`src/rtl/ahb_arbiter_mux.sv`:
```
// Two-master AHB-style arbiter with master-side address/control/write-data mux.
// Round-robin on ties, one-cycle grant pulse, overlapped re-arbitration in the data phase.
module ahb_arbiter_mux #(
  parameter int ADDR_BITS = 32,
  parameter int DATA_BITS = 32
) (
  input  logic                 HCLK,
  input  logic                 HRESETn,
  input  logic                 HBUSREQ_M0,
  input  logic                 HBUSREQ_M1,
  input  logic [ADDR_BITS-1:0] HADDR_M0,
  input  logic [ADDR_BITS-1:0] HADDR_M1,
  input  logic                 HWRITE_M0,
  input  logic                 HWRITE_M1,
  input  logic [DATA_BITS-1:0] HWDATA_M0,
  input  logic [DATA_BITS-1:0] HWDATA_M1,
  input  logic                 HREADY,
  output logic                 HGRANT_M0,
  output logic                 HGRANT_M1,
  output logic [ADDR_BITS-1:0] HADDR,
  output logic                 HWRITE,
  output logic [DATA_BITS-1:0] HWDATA,
  output logic [1:0]           HTRANS,
  output logic                 HMASTER
);

  typedef enum logic [1:0] {ARB, GRANT, ADDR, DATA} state_e;

  localparam logic [1:0] TRANS_IDLE   = 2'b00;
  localparam logic [1:0] TRANS_NONSEQ = 2'b10;

  state_e state_q, state_d;
  logic   owner_q, owner_d;
  logic   last_owner_q, last_owner_d;
  logic   other_req;

  // last_owner resets to 1 so master 0 wins the first tie.
  always_ff @(posedge HCLK or negedge HRESETn) begin
    if (!HRESETn) begin
      state_q      <= ARB;
      owner_q      <= 1'b0;
      last_owner_q <= 1'b1;
    end else begin
      state_q      <= state_d;
      owner_q      <= owner_d;
      last_owner_q <= last_owner_d;
    end
  end

  // The owner's own request is ignored here: it must re-request from idle.
  assign other_req = owner_q ? HBUSREQ_M0 : HBUSREQ_M1;

  always_comb begin
    state_d      = state_q;
    owner_d      = owner_q;
    last_owner_d = last_owner_q;
    case (state_q)
      ARB: begin
        if (HBUSREQ_M0 || HBUSREQ_M1) begin
          state_d = GRANT;
          if (HBUSREQ_M0 && HBUSREQ_M1) owner_d = ~last_owner_q;
          else                          owner_d = HBUSREQ_M1;
        end
      end
      GRANT: state_d = ADDR;
      ADDR: begin
        if (HREADY) state_d = DATA;
      end
      DATA: begin
        if (HREADY) begin
          last_owner_d = owner_q;
          if (other_req) begin
            state_d = GRANT;
            owner_d = ~owner_q;
          end else begin
            state_d = ARB;
          end
        end
      end
      default: state_d = ARB;
    endcase
  end

  always_comb begin
    HGRANT_M0 = 1'b0;
    HGRANT_M1 = 1'b0;
    HADDR     = '0;
    HWRITE    = 1'b0;
    HWDATA    = '0;
    HTRANS    = TRANS_IDLE;
    HMASTER   = owner_q;
    case (state_q)
      GRANT: begin
        HGRANT_M0 = ~owner_q;
        HGRANT_M1 = owner_q;
      end
      ADDR: begin
        HADDR  = owner_q ? HADDR_M1  : HADDR_M0;
        HWRITE = owner_q ? HWRITE_M1 : HWRITE_M0;
        HTRANS = TRANS_NONSEQ;
      end
      DATA: HWDATA = owner_q ? HWDATA_M1 : HWDATA_M0;
      default: ;
    endcase
  end

endmodule

```
`config.mk`:
```
export PLATFORM = sky130hd
export DESIGN_NAME = ahb_arbiter_mux
export DESIGN_NICKNAME = d
export VERILOG_FILES = /design/src/rtl/ahb_arbiter_mux.sv
export SDC_FILE = /design/constraint.sdc
export NUM_CORES = 1
export LEC_CHECK = 0
export CAP_MARGIN = 20
export CORE_MARGIN = 1
export CORE_UTILIZATION = 23
export CTS_CLUSTER_DIAMETER = 200
export DETAILED_ROUTE_END_ITERATION = 7
export PLACE_DENSITY = 0.91
export SLEW_MARGIN = 20
export SYNTH_ARGS = -nofsm -noshare
export SYNTH_HDL_FRONTEND = slang
export SYNTH_SLANG_ARGS = --single-unit
export TNS_END_PERCENT = 10
```
`constraint.sdc`:
```
create_clock -name HCLK -period 1.5 [get_ports HCLK]
set_input_delay 0.3 -clock HCLK [delete_from_list [all_inputs] [get_ports HCLK]]
set_output_delay 0.3 -clock HCLK [all_outputs]
set_load 0.02 [all_outputs]
```
==> impl_results.md <==
- VDD IR-drop max: 0.972 mV
- DP Wirelength: 5750 microns
- Final period util: 122%
- Final instance area: between 0.004 and 0.005 sq mm
- Fillers: ~490
- Per-cell routed wire length: ~17 microns
- Vias in the first global route: around 2100
- Die Wd: 82.7 microns
- YS warnings: 0
- Grt ovf: 0
- Global-route wire length before repair: 9650 microns
- Setup slack, reg-to-reg: -0.28 ns
- Antenna violations before repair: 0
- Fin crit period: between 1.5 and 2 ns
- PortBufs: 203
- Worst R2R Start: state_q[1]
- Residual DRC: 0
- Worst EP arrival: 1.53 ns
- Most frequent cells in the layout: clkdlybuf4s50_1, buf_4, mux2i_1, nor2b_1, nor2b_4
- Worst endpoint required time: 1.20 ns
- Final worst slack: -0.329 ns
- Hold_buf cts: 0
- Via count: roughly 2200
- CTS tree: built
- Overall Global Routing Usage: a little under a fifth
- RSZ-0062 raised after global routing: true
- Syn Area/Cell: roughly 8.4 sq um
- Setup TNS: -16.98 ns
- Final Hold Viols: 0
- Reg2Reg Capture Point: state_q[1]
- Worst skew pair latency: between 0.2 and 0.25 ns
- Hold Path Class: in2async
- Final ANT Viol Nets: 0
- Clk buf depth: 2
- DR iter-0 viols: 25
- Placed Cells incl. Taps: approximately 460
- Area contributors post-synth: mux2i_1, nor2b_1, dfrtp_1, ha_1, buf_4
- Syn_nets: 320
- Critical path, cell by cell: buf_6 -> buf_12 -> mux2i_1 -> nor2b_1 -> buf_4
- CTS root buf: clkbuf_8
- Layout Utilization: a little under 70%
- Top cell type's share of synthesized area: between 40% and 50%
- Post-Layout Cell Count: roughly 480
- Unique masters post-synth: 27
- Antenna Cells: 0
- Register bit total from synthesis: 4
- I/O pins: 205
- Avg Vias per Cell: 4.64
- Area leader, netlist: mux2i_1
- Area of the multi-input gates: roughly 0.0018 sq mm
- Core box area: 0.00631 sq mm
- Pre-antenna DRT Iters: 4
- Register area share after synthesis: under 10%
- Status: finished with violations
- Area delta synth->final: 190%
- Largest net degree at the start of global routing: 33
- CP Capture Type: primary output
- GP Congestion: 0.823
- Static Leak: between 1.5 and 2 nW
- CP max stage delay: ~0.52 ns
- Worst clock skew: approximately 0.0013 ns
- CTS Buf Count: 3
- CP max-delay cell: dfrtp_4
- Type of the worst setup path: reg2out
- Num rows: 29
- Initial core utilization: 23.7%
- Synth Cell Area: between 0.001 and 0.0015 sq mm
- Fmax: 547 MHz
- Fin nets: 541
- H-tree levels: 1
- Die footprint: slightly below 0.007 sq mm
- DIE HEIGHT: roughly 83 microns
- Share of cells above drive strength 1: about 43%
- Commonest non-fill, non-tap cell in the layout: clkdlybuf4s50_1
- Register area: around 110 sq um
- Finish-stage setup viols: 72
- Pins over their slew limit: 0
- CTS sink cnt: 4
- Routed wire length: roughly 8000 microns
- Worst-path fanout max: 18
- Failing checks: negative setup slack
- Max-Cap Viols: 0
- PD cells: between 1500 and 2000 mW/mm^2
- Post-Place Cell Area: ~0.0040 sq mm
- Critical path startpoint category: flop
- Reg clk slew, reported paths: roughly 0.030 ns
- Gate Count Post-Synth: around 180
- R2r worst-path depth: 7
critical path: cells and delay by family (launching register included):
kind	cells	cell delay, ns
muxes	1	0.12
buffers and inverters	3	0.49
DFF	1	0.52
and+or+nand+nor	1	0.16
worst max-delay path by stage:
stage               cells after the start    endpoint          from
global placement                        4   HADDR[17]  HADDR_M0[17]
finish                                  5  HWDATA[15]       HMASTER
detailed placement                      4   HADDR[17]  HADDR_M0[17]
CTS                                     4   HADDR[29]       HMASTER
floorplan                               4   HWDATA[0]       HMASTER
global route                            5  HWDATA[15]       HMASTER
flip-flops by register name, summed over array words and instances, names as in the netlist:
signal / cells
last_owner_q: 1
HMASTER: 1
state_q: 2
Yosys cell counts:
cell	instances
clkbuf_1	6
mux2_2	1
mux2i_1	66
dfrtp_1	3
a2bb2oi_1	1
o21ai_2	1
o31ai_1	1
nor2b_1	68
dfstp_2	1
nor2_1	1
mux2_1	1
inv_1	2
o221a_1	1
nand2b_1	1
nand2_1	1
or3b_4	1
nor3b_1	1
buf_2	1
o32a_1	1
o21ai_0	1
and2_1	1
buf_4	8
nor4b_1	1
ha_1	6
conb_1	1
o211ai_1	1
and3b_1	1
metrics by stage:
| stage | setup WS [ns] | power [mW] | hold slack, ns |
|---|---|---|---|
| global route | -0.375 | 7.21 | 0.300 |
| detailed placement | -0.450 | 5.65 | 0.526 |
| floorplan | -0.0713 | 3.42 | 0.00441 |
| finish | -0.329 | 6.86 | 0.285 |
| CTS | -0.425 | 5.90 | 0.285 |
| global placement | -0.417 | 5.55 | 0.531 |
per-layer routing:
metal  track usage, %  wire length (microns)
met1             19.2                   2540
met2             36.9                   4620
met5                0                      0
met4             6.90                    145
met3             3.52                    668
logic make-up after synthesis:
| group | synth area share, % |
|---|---|
| AOI/OAI and AO/OA | 3.92 |
| buffers and inverters | 6.34 |
| and+or+nand+nor | 32.1 |
| other | 0.250 |
| adders and majority gates | 5.01 |
| DFF | 6.76 |
| muxes | 45.6 |
layout make-up:
type | instances | area share [%]
Inverter | 2 | 0.173
Multi-Input combinational cell | 158 | 42.2
Timing Repair Buffer | 231 | 51.9
Sequential cell | 4 | 2.44
Clock buffer | 4 | 1.04
Tap cell | 77 | 2.21
report_power, final:
group | internal [mW] | leakage, nW | switching [mW]
registers | 0.183 | 0.0438 | 0.0802
logic | 3.52 | 1.70 | 2.82
clock network | 0.183 | 0.0228 | 0.0714
repair_timing:
item | 4_1_cts | 5_1_grt
setup endpoints to repair | 72 | 72
setup buffers | 0 | 6
gates cloned | 0 | 4
pin swaps | 1 | 0
gates resized for setup | 260 | 129
Note: power is estimated with default switching activity, not from simulation.
